$ cat src/rtl/exec_pkg.sv
// Shared encodings for the execute datapath: ALU opcodes, PSR bit positions
// and the per-op flag-update masks.
package exec_pkg;

  localparam logic [3:0] OP_AND = 4'b0001;
  localparam logic [3:0] OP_OR  = 4'b0010;
  localparam logic [3:0] OP_XOR = 4'b0011;
  localparam logic [3:0] OP_ADD = 4'b0101;
  localparam logic [3:0] OP_SUB = 4'b1001;
  localparam logic [3:0] OP_CMP = 4'b1011;
  localparam logic [3:0] OP_MOV = 4'b1101;

  localparam int PSR_C = 0;
  localparam int PSR_F = 1;
  localparam int PSR_L = 2;
  localparam int PSR_Z = 3;
  localparam int PSR_N = 4;
  localparam int PSR_W = 5;

  typedef logic [PSR_W-1:0] flag_mask_t;

  // ADD touches only C and F; SUB/CMP rewrite the whole PSR.
  localparam flag_mask_t MASK_NONE = 5'b00000;
  localparam flag_mask_t MASK_ADD  = 5'b00011;
  localparam flag_mask_t MASK_SUB  = 5'b11111;

endpackage

$ cat src/rtl/regfile_param.sv
// Register file: two combinational operand read ports, one debug read port,
// one synchronous write port; asynchronous reset clears every register.
module regfile_param
  import exec_pkg::*;
#(
  parameter  int WIDTH = 16,
  parameter  int NREGS = 16,
  localparam int AW    = $clog2(NREGS)
) (
  input  logic             clk,
  input  logic             reset,
  input  logic             we,
  input  logic [AW-1:0]    waddr,
  input  logic [WIDTH-1:0] wdata,
  input  logic [AW-1:0]    raddr_a,
  output logic [WIDTH-1:0] rdata_a,
  input  logic [AW-1:0]    raddr_b,
  output logic [WIDTH-1:0] rdata_b,
  input  logic [AW-1:0]    dbg_addr,
  output logic [WIDTH-1:0] dbg_data
);

  logic [WIDTH-1:0] regs [NREGS];

  always_ff @(posedge clk or posedge reset) begin
    if (reset) begin
      for (int i = 0; i < NREGS; i++) regs[i] <= '0;
    end else if (we) begin
      regs[waddr] <= wdata;
    end
  end

  // Reads see the pre-write contents during a same-cycle write.
  assign rdata_a  = regs[raddr_a];
  assign rdata_b  = regs[raddr_b];
  assign dbg_data = regs[dbg_addr];

endmodule

$ cat src/rtl/exec_datapath.sv
// Two-stage execute datapath: stage 1 reads operands and runs the ALU,
// stage 2 holds the result until it commits to the regfile and PSR.
// Build option EXEC_BYPASS_EN: forward stage-2 results instead of stalling.
module exec_datapath
  import exec_pkg::*;
#(
  parameter  int WIDTH = 16,
  parameter  int NREGS = 16,
  localparam int AW    = $clog2(NREGS)
) (
  input  logic             clk,
  input  logic             reset,
  input  logic             in_valid,
  output logic             in_ready,
  input  logic [3:0]       opcode,
  input  logic [AW-1:0]    rsrc,
  input  logic [AW-1:0]    rdest,
  input  logic [WIDTH-1:0] imm,
  input  logic             use_imm,
  output logic             out_valid,
  input  logic             out_ready,
  output logic [WIDTH-1:0] result,
  output logic [4:0]       psr,
  input  logic [AW-1:0]    dbg_addr,
  output logic [WIDTH-1:0] dbg_data
);

  function automatic logic add_ovf(input logic signed [WIDTH-1:0] a,
                                   input logic signed [WIDTH-1:0] b,
                                   input logic signed [WIDTH-1:0] s);
    return (a[WIDTH-1] == b[WIDTH-1]) && (s[WIDTH-1] != a[WIDTH-1]);
  endfunction

  // Overflow of b - a.
  function automatic logic sub_ovf(input logic signed [WIDTH-1:0] a,
                                   input logic signed [WIDTH-1:0] b,
                                   input logic signed [WIDTH-1:0] d);
    return (b[WIDTH-1] != a[WIDTH-1]) && (d[WIDTH-1] != b[WIDTH-1]);
  endfunction

  logic                    vld_p2, we_p2;
  logic [AW-1:0]           rdest_p2;
  logic [WIDTH-1:0]        result_p2;
  flag_mask_t              flags_p2, mask_p2, psr_q;

  logic [WIDTH-1:0]        rf_a_p1, rf_b_p1, opa_p1, opb_p1, res_p1;
  logic signed [WIDTH-1:0] sa_p1, sb_p1;
  logic [WIDTH:0]          sum_p1, diff_p1;
  flag_mask_t              flags_p1, mask_p1;
  logic                    we_p1;
  logic                    accept, commit;

  assign commit = vld_p2 && out_ready;
  assign accept = in_valid && in_ready;

  regfile_param #(.WIDTH(WIDTH), .NREGS(NREGS)) u_rf (
    .clk      (clk),
    .reset    (reset),
    .we       (commit && we_p2),
    .waddr    (rdest_p2),
    .wdata    (result_p2),
    .raddr_a  (rsrc),
    .rdata_a  (rf_a_p1),
    .raddr_b  (rdest),
    .rdata_b  (rf_b_p1),
    .dbg_addr (dbg_addr),
    .dbg_data (dbg_data)
  );

`ifdef EXEC_BYPASS_EN
  logic fwd_a, fwd_b;
  // Accept with a full stage 2 implies it commits this cycle, so its result is current.
  assign fwd_a    = vld_p2 && we_p2 && (rdest_p2 == rsrc);
  assign fwd_b    = vld_p2 && we_p2 && (rdest_p2 == rdest);
  assign opa_p1   = use_imm ? imm : (fwd_a ? result_p2 : rf_a_p1);
  assign opb_p1   = fwd_b ? result_p2 : rf_b_p1;
  assign in_ready = !vld_p2 || out_ready;
`else
  logic hazard;
  assign hazard   = vld_p2 && we_p2 &&
                    ((!use_imm && (rdest_p2 == rsrc)) || (rdest_p2 == rdest));
  assign opa_p1   = use_imm ? imm : rf_a_p1;
  assign opb_p1   = rf_b_p1;
  assign in_ready = (!vld_p2 || out_ready) && !hazard;
`endif

  // ---- stage 1: ALU ----
  assign sa_p1 = $signed(opa_p1);
  assign sb_p1 = $signed(opb_p1);

  always_comb begin
    sum_p1   = {1'b0, opb_p1} + {1'b0, opa_p1};
    diff_p1  = {1'b0, opb_p1} - {1'b0, opa_p1};
    res_p1   = '0;
    flags_p1 = '0;
    mask_p1  = MASK_NONE;
    we_p1    = 1'b0;
    unique case (opcode)
      OP_AND: begin res_p1 = opb_p1 & opa_p1; we_p1 = 1'b1; end
      OP_OR:  begin res_p1 = opb_p1 | opa_p1; we_p1 = 1'b1; end
      OP_XOR: begin res_p1 = opb_p1 ^ opa_p1; we_p1 = 1'b1; end
      OP_MOV: begin res_p1 = opa_p1;          we_p1 = 1'b1; end
      OP_ADD: begin
        res_p1          = sum_p1[WIDTH-1:0];
        we_p1           = 1'b1;
        mask_p1         = MASK_ADD;
        flags_p1[PSR_C] = sum_p1[WIDTH];
        flags_p1[PSR_F] = add_ovf(sa_p1, sb_p1, $signed(sum_p1[WIDTH-1:0]));
      end
      OP_SUB, OP_CMP: begin
        res_p1          = diff_p1[WIDTH-1:0];
        we_p1           = (opcode == OP_SUB);
        mask_p1         = MASK_SUB;
        flags_p1[PSR_C] = diff_p1[WIDTH];
        flags_p1[PSR_L] = diff_p1[WIDTH];
        flags_p1[PSR_F] = sub_ovf(sa_p1, sb_p1, $signed(diff_p1[WIDTH-1:0]));
        flags_p1[PSR_N] = sb_p1 < sa_p1;
        flags_p1[PSR_Z] = opb_p1 == opa_p1;
      end
      default: ; // undefined opcodes retire as no-ops
    endcase
  end

  // ---- stage 2: hold until commit ----
  always_ff @(posedge clk or posedge reset) begin
    if (reset) begin
      vld_p2    <= 1'b0;
      we_p2     <= 1'b0;
      rdest_p2  <= '0;
      result_p2 <= '0;
      flags_p2  <= '0;
      mask_p2   <= '0;
      psr_q     <= '0;
    end else begin
      if (accept) begin
        vld_p2    <= 1'b1;
        we_p2     <= we_p1;
        rdest_p2  <= rdest;
        result_p2 <= res_p1;
        flags_p2  <= flags_p1;
        mask_p2   <= mask_p1;
      end else if (commit) begin
        vld_p2    <= 1'b0;
      end
      if (commit) psr_q <= (psr_q & ~mask_p2) | (flags_p2 & mask_p2);
    end
  end

  assign out_valid = vld_p2;
  assign result    = result_p2;
  assign psr       = psr_q;

endmodule

$ cat config.mk
export PLATFORM = sky130hd
export DESIGN_NAME = exec_datapath
export DESIGN_NICKNAME = d
export VERILOG_FILES = /design/src/rtl/exec_pkg.sv /design/src/rtl/regfile_param.sv /design/src/rtl/exec_datapath.sv
export SDC_FILE = /design/constraint.sdc
export NUM_CORES = 1
export LEC_CHECK = 0
export CORE_MARGIN = 4
export CORE_UTILIZATION = 50
export CTS_CLUSTER_DIAMETER = 60
export DETAILED_ROUTE_END_ITERATION = 10
export PLACE_DENSITY = 0.65
export SETUP_SLACK_MARGIN = 0.15
export SYNTH_ARGS = -nofsm -noshare
export SYNTH_HDL_FRONTEND = slang
export SYNTH_HIERARCHICAL = 1
export SYNTH_SLANG_ARGS = --single-unit
$ cat constraint.sdc
create_clock -name clk -period 10.7 [get_ports clk]
set_input_delay 1.605 -clock clk [delete_from_list [all_inputs] [get_ports clk]]
set_output_delay 1.605 -clock clk [all_outputs]
set_load 0.005 [all_outputs]
; ---- Yosys cells after proc, flatten, opt, wreduce, memory -nomap -nowiden
; Cells that the tools add are included.
[word_totals]
reg_bits = 293
input_bits = 37
word_cells = 94
[op_classes]
n_addsub = 2
magnitude_cmp = 6
n_eq_ne = 14
n_mux = 20
bitwise_logic = 11
reduce_logical = 18
[ops]
columns = op, n
row1 = $bwmux W256, 1
row2 = $bmux W16 S4, 3
row3 = $mux W16, 8
row4 = $pmux W16 S6, 1
row5 = $demux W16 S4, 1
row6 = $ge A5 B5 Y1 const B, 4
row7 = $not A4 Y5, 4
row8 = $add A16 B16 Y17, 1
row9 = $sub A16 B16 Y17, 1
row10 = $and A16 B16 Y16, 1
row11 = $eq A16 B16 Y1, 1
row12 = $lt A16 B16 Y1, 1
row13 = $or A16 B16 Y16, 1
row14 = $xor A16 B16 Y16, 1
row15 = $eq A4 B4 Y1 const B, 3
row16 = $and A5 B5 Y5, 2
row17 = $logic_and A1 B1 Y1, 10
row18 = $pmux W5 S2, 1
row19 = $eq A4 B2 Y1 const B, 2
row20 = $eq A4 B4 Y1, 2
row21 = $lt A5 B1 Y1 const B, 1
row22 = $not A5 Y5, 1
row23 = $or A5 B5 Y5, 1
row24 = $reduce_or A5 Y1, 1
row25 = 12 further kinds, 18

; ---- Longest topological paths before layout
[logic_depth]
ltp_word = 9
depth_mapped = 17
ltp_nobuf = 14

; ---- By module
; Netlist, hierarchy kept.
[by_module_without_submodules]
columns = mod, n_inst, cells_each, area_per_inst_um2, seq_area_each_um2
row1 = regfile_param, 1, 986, 15230.9, 6406.1
row2 = exec_datapath, 1, 521, 4366.7, 850.8

; ---- Worst setup path after synthesis
; No wires, ideal clock.
[synth_path]
path_kind = input-to-reg
from = input port rsrc[0]
to = register result_p2[11], in the netlist result[11]
setup_ps = 121
arrival_time_ps = 5042
t_required_ps = 10579
slack_ps = 5537
cell_stages = 15
n_path_buf = 3
cell_sequence = buf_2 -> buf_2 -> mux4_2 -> a22oi_1 -> nand2_1 -> mux2i_1 -> ha_1 -> buf_2 -> or4b_1 -> a21oi_1 -> a21oi_1 -> xnor2_1 -> a221oi_1 -> o21ai_1 -> a22o_1
[synth_via]
elab_chain_len = 7
word_cells_on_any_way = 18
classes_between = add/sub: 2 / eq/ne: 1 / mux: 5 / bitwise: 4 / reduce/logical: 6
[synth_lines]
columns = item, line_no
row1 = "start, declared", exec_datapath.sv:16  ; input logic [AW-1:0] rsrc,
row2 = $not A4 Y5 (not written as such) *, regfile_param.sv:34  ; assign rdata_a = regs[raddr_a];
row3 = $bmux W16 S4 *, regfile_param.sv:34
row4 = $mux W16 (not written as such) * (2 in series), regfile_param.sv:34
row5 = net rf_a_p1[9], exec_datapath.sv:46  ; logic [WIDTH-1:0] rf_a_p1, rf_b_p1, opa_p1, opb_p1, res_p1;
row6 = $mux W16 *, exec_datapath.sv:82  ; assign opa_p1 = use_imm ? imm : rf_a_p1;
row7 = $sub A16 B16 Y17 / $add A16 B16 Y17 (equally long branches), "exec_datapath.sv:93, exec_datapath.sv:92"
row8 = $pmux W16 S6 *, exec_datapath.sv:98  ; unique case (opcode)
row9 = "end signal, assigned", exec_datapath.sv:139  ; result_p2 <= res_p1;
row10 = "end, declared", exec_datapath.sv:43  ; logic [WIDTH-1:0] result_p2;
; The timed path passes the listed nets; every way through them passes the cells marked *. The select of a mux whose other input is x is not followed.
; A chain may end at the register's enable or synchronous reset.

; ---- Worst setup path in the final report
[layout_path]
from = input port rsrc[0]
to = register result_p2[9], in the netlist result[9]
; Same word-level chain as after synthesis.

==> summary.md <==
| Metric | Value |
|---|---|
| Post-layout power | 4.62 mW |
| Post-synth top area share | a little under two fifths |
| Pre-CTS setup slack | around 4.2 ns |
| CP bufs+invs | 2 |
| WL per Instance | 29.3 um |
| Sequential power share | 38.1% |
| Outcome | completed |
| CTS root buf | clkbuf_16 |
| CP Data Arrival Time | roughly 6.4 ns |
| CTS HTree Levels | 2 |
| Max VDD drop | 0.000103 V |
| Placed Area | 20800 um2 |
| Global route overflow | 0 |
| Worst reg2reg path depth | 12 |
| Final setup fails | 0 |
| Fmax | 167 MHz |
| DR pass1 iterations | 6 |
| Commonest non-fill, non-tap cell in the layout | dfrtp_1 |
| Die X | 206 um |
| Worst Tran Pin Value | ~1.2 ns |
| Final hold viol count | 0 |
| Placed insts | 2011 |
| CP Capture Type | register |
| Synth async-reset ratio | between 90% and 100% |
| Final HPWL DP | 37500 um |
| Top cells by area, synth | dfrtp_1, mux4_2, mux2_2 |
| Non-Filler Instances | 2074 |
| Finished Cell Area | around 22000 um2 |
| Initial core utilization | 50.6% |
| Port Buffers | 75 |
| Clk sink count | 290 |
| Maximum buffer depth of the clock tree | 3 |
| Gate power share | 34.9% |
| Relative slew slack | 20.7% |
| Path length in cells of the critical path | 14 |
| Residual DRC | 0 |
| Worst-path cell chain | buf_4, buf_4, mux4_2, a22oi_1, nand2_1, mux2i_1, ha_1, o21bai_1, o2111ai_1, a311oi_1, nor2b_1, xnor2_1, a221oi_1, o21ai_1 |
| Synthesized flop and latch total | 290 |
| Vias | 14057 |
| Switching portion of total power | 34.0% |
| Pleak | 9.59 nW |
| Post-CTS setup buffers | 0 |
| Area leader, netlist | dfrtp_1 |
| Row Count | 72 |
| Total GRT Usage | between 20% and 30% |
| Final count of pins violating max slew | 0 |
| Post-CTS Resized | 0 |
| GPL Wtd Cong | ~0.94 |
| Clock-pin slew of the registers on the worst-case setup and hold paths | 0.06 ns |
| Switching power | 1.57 mW |
| Power Internal | approximately 3.0 mW |
| Vias in the first global route | 14560 |
| Average size of a mapped cell | roughly 13 um2 |
| Slowest CP cell | buf_4 |
| Ys flop type | dfrtp_1 |
| Ys Warns | 6 |
| Critical Path RT | 11.12 ns |
| Clock insertion delay at the later pin of the skew report | between 0.5 and 0.6 ns |
| Largest net degree at the start of global routing | 125 |
| Share of post-route cells with drive strength above 1 | between 30% and 40% |
| Core ar. | ~39000 um2 |
| Synth unique cells | 83 |
| Nets | 1629 |
| Critical path endpoint | result[9]$_DFFE_PP0P_ |
| Crit path time final | roughly 6.0 ns |
| Most used cell, CP | buf_4 |
| Boundary Pins | 76 |
| Die Ht | 206 um |
| Element type at the critical path start | primary input |
| Crit path kind | primary input to register |
| Cts hold-fix bufs | 0 |
| Cell area after synthesis | 19600 um2 |
| RSZ-0062 raised after global routing | false |
| Area of the die | between 40000 and 50000 um2 |
| Routed WL | 60900 um |
| Worst path max stage delay | 0.67 ns |
| First-pass GRT wire length | 91400 um |
| Commonest non-fill, non-tap cells in the layout | dfrtp_1, mux2_2, mux4_2 |
| Hold Crit Class | register to register |
| P per Cell Area | about 210 nW/um2 |
| CTS Buf Count | 36 |
| CTS tree | done |
| Syn nets | 1605 |
| Layout overhead on the synthesized area | 12.1% |
| Synthesized instance count | 1507 |
| Tcrit/Tclk final | 56.0% |
| R2R Setup Slk | 6.69 ns |
| Sequential area share after synthesis | 37.0% |
| RR Startpoint | u_rf/regs[241]$_DFFE_PP0P_ |
| Worst setup startpoint | rsrc[0] |
| Initial antenna violation count | 0 |
| Setup TNS | 0 ns |
| Peak fanout along the critical path | 44 |
| Post-synth EDFFs | 0 |
| Fin worst setup slack | about 4.7 ns |
| Post-route ant nets | 0 |
| Worst path top cell family by delay | compound AO/OA/AOI/OAI gates |
| Crit Reg-Reg Endpoint | result[9]$_DFFE_PP0P_ |
| Number of vias per cell | 6.78 |
| Clk_skew | roughly 0.024 ns |
| Clock power share | 27.0% |
| DR iter-0 viols | 1277 |
| Max cap viols | 0 |
## power by group through the flow
stage | Combinational (mW) | Sequential [mW] | Clock, mW
after floorplan | 1.24 | 1.61 | 0
after global placement | 1.57 | 1.74 | 0
after detailed placement | 1.59 | 1.76 | 0
after CTS | 1.60 | 1.75 | 1.27
after global routing | 1.73 | 1.81 | 1.32
final | 1.61 | 1.76 | 1.25
## stage by stage
| stage | util [%] | hold slack [ns] |
|---|---|---|
| 2_1_floorplan | - | 0.445 |
| 3_3_place_gp | 53.6 | 0.467 |
| 3_5_place_dp | 53.6 | 0.488 |
| 4_1_cts | 56.7 | 0.501 |
| 5_1_grt | 56.7 | 0.526 |
| 6_report | 56.7 | 0.496 |
## worst register-to-register path: cells and delay by family, from the launching register on
| kind | cells | cell delay (ns) |
|---|---|---|
| fa+ha+maj | 1 | 0.40 |
| compound gates | 6 | 1.62 |
| mux | 2 | 1.00 |
| simple gates | 2 | 0.28 |
| xor+xnor | 1 | 0.15 |
| flops | 1 | 0.42 |
## registers in the layout, summed over array words and instances (netlist names), named ones only
name	cells
rdest_p2	4
mask_p2	2
result	16
out_valid	1
u_rf/regs	256
we_p2	1
flags_p2	5
## cells in the mapped netlist (4+ instances only)
cell type and n:
mux2_4 10, nor2_1 32, nor2b_1 12, a21o_1 8
nor4_1 5, o22ai_1 9, a31oi_1 9, and3_1 4
mux2_2 249, o211ai_1 5, mux2_1 11, mux2i_1 17
a22oi_1 100, a211oi_1 5, inv_1 54, and2_1 5
a221oi_1 6, xnor2_1 19, nor3_1 4, a21oi_1 35
or3_1 7, xor2_1 9, nand2b_1 13, buf_2 73
o21ai_0 18, mux4_2 192, dfrtp_1 290, nand3_1 10
nand3b_1 6, ha_1 59, buf_1 5, o21ai_1 8
nand2_1 93, clkbuf_1 46
## per-layer routing
| metal | global-route usage [%] | up-vias | share of wire (%) |
|---|---|---|---|
| met3 | 6.61 | 197 | 9.2 |
| met5 | 0 | - | 0 |
| met2 | 46.0 | 703 | 47 |
| met1 | 38.3 | 7265 | 39 |
| li1 | - | 5892 | - |
| met4 | 13.3 | 0 | 5.2 |
## cell families after synthesis
family	synth area share [%]
buffers and inverters	4.07
and+or+nand+nor	5.18
AOI/OAI and AO/OA	9.86
muxes	38.6
xor gates and xnor gates	1.25
DFF	37.0
adders and majority gates	3.97
## worst min path at each step
stage               depth (start not counted)               startpoint                       to
finish                                      2  flags_p2[2]$_DFFE_PP0P_  flags_p2[2]$_DFFE_PP0P_
global route                                2  flags_p2[2]$_DFFE_PP0P_  flags_p2[2]$_DFFE_PP0P_
CTS                                         2  flags_p2[2]$_DFFE_PP0P_  flags_p2[2]$_DFFE_PP0P_
detailed placement                          2  flags_p2[2]$_DFFE_PP0P_  flags_p2[2]$_DFFE_PP0P_
global placement                            2   mask_p2[3]$_DFFE_PP0P_   mask_p2[3]$_DFFE_PP0P_
floorplan                                   2  flags_p2[2]$_DFFE_PP0P_  flags_p2[2]$_DFFE_PP0P_
## layout make-up
cell class                      instances  area [um2]
Clock inverter                          6        95.1
Tap cell                              518         648
Fill cell                            3184       16800
Clock buffer                           56        1120
Sequential cell                       290        7260
Antenna cell                            1        2.50
Multi-Input combinational cell       1034       11600
Timing Repair Buffer                  114        1030
Inverter                               55         214
Power figures use the tool's default switching activity.
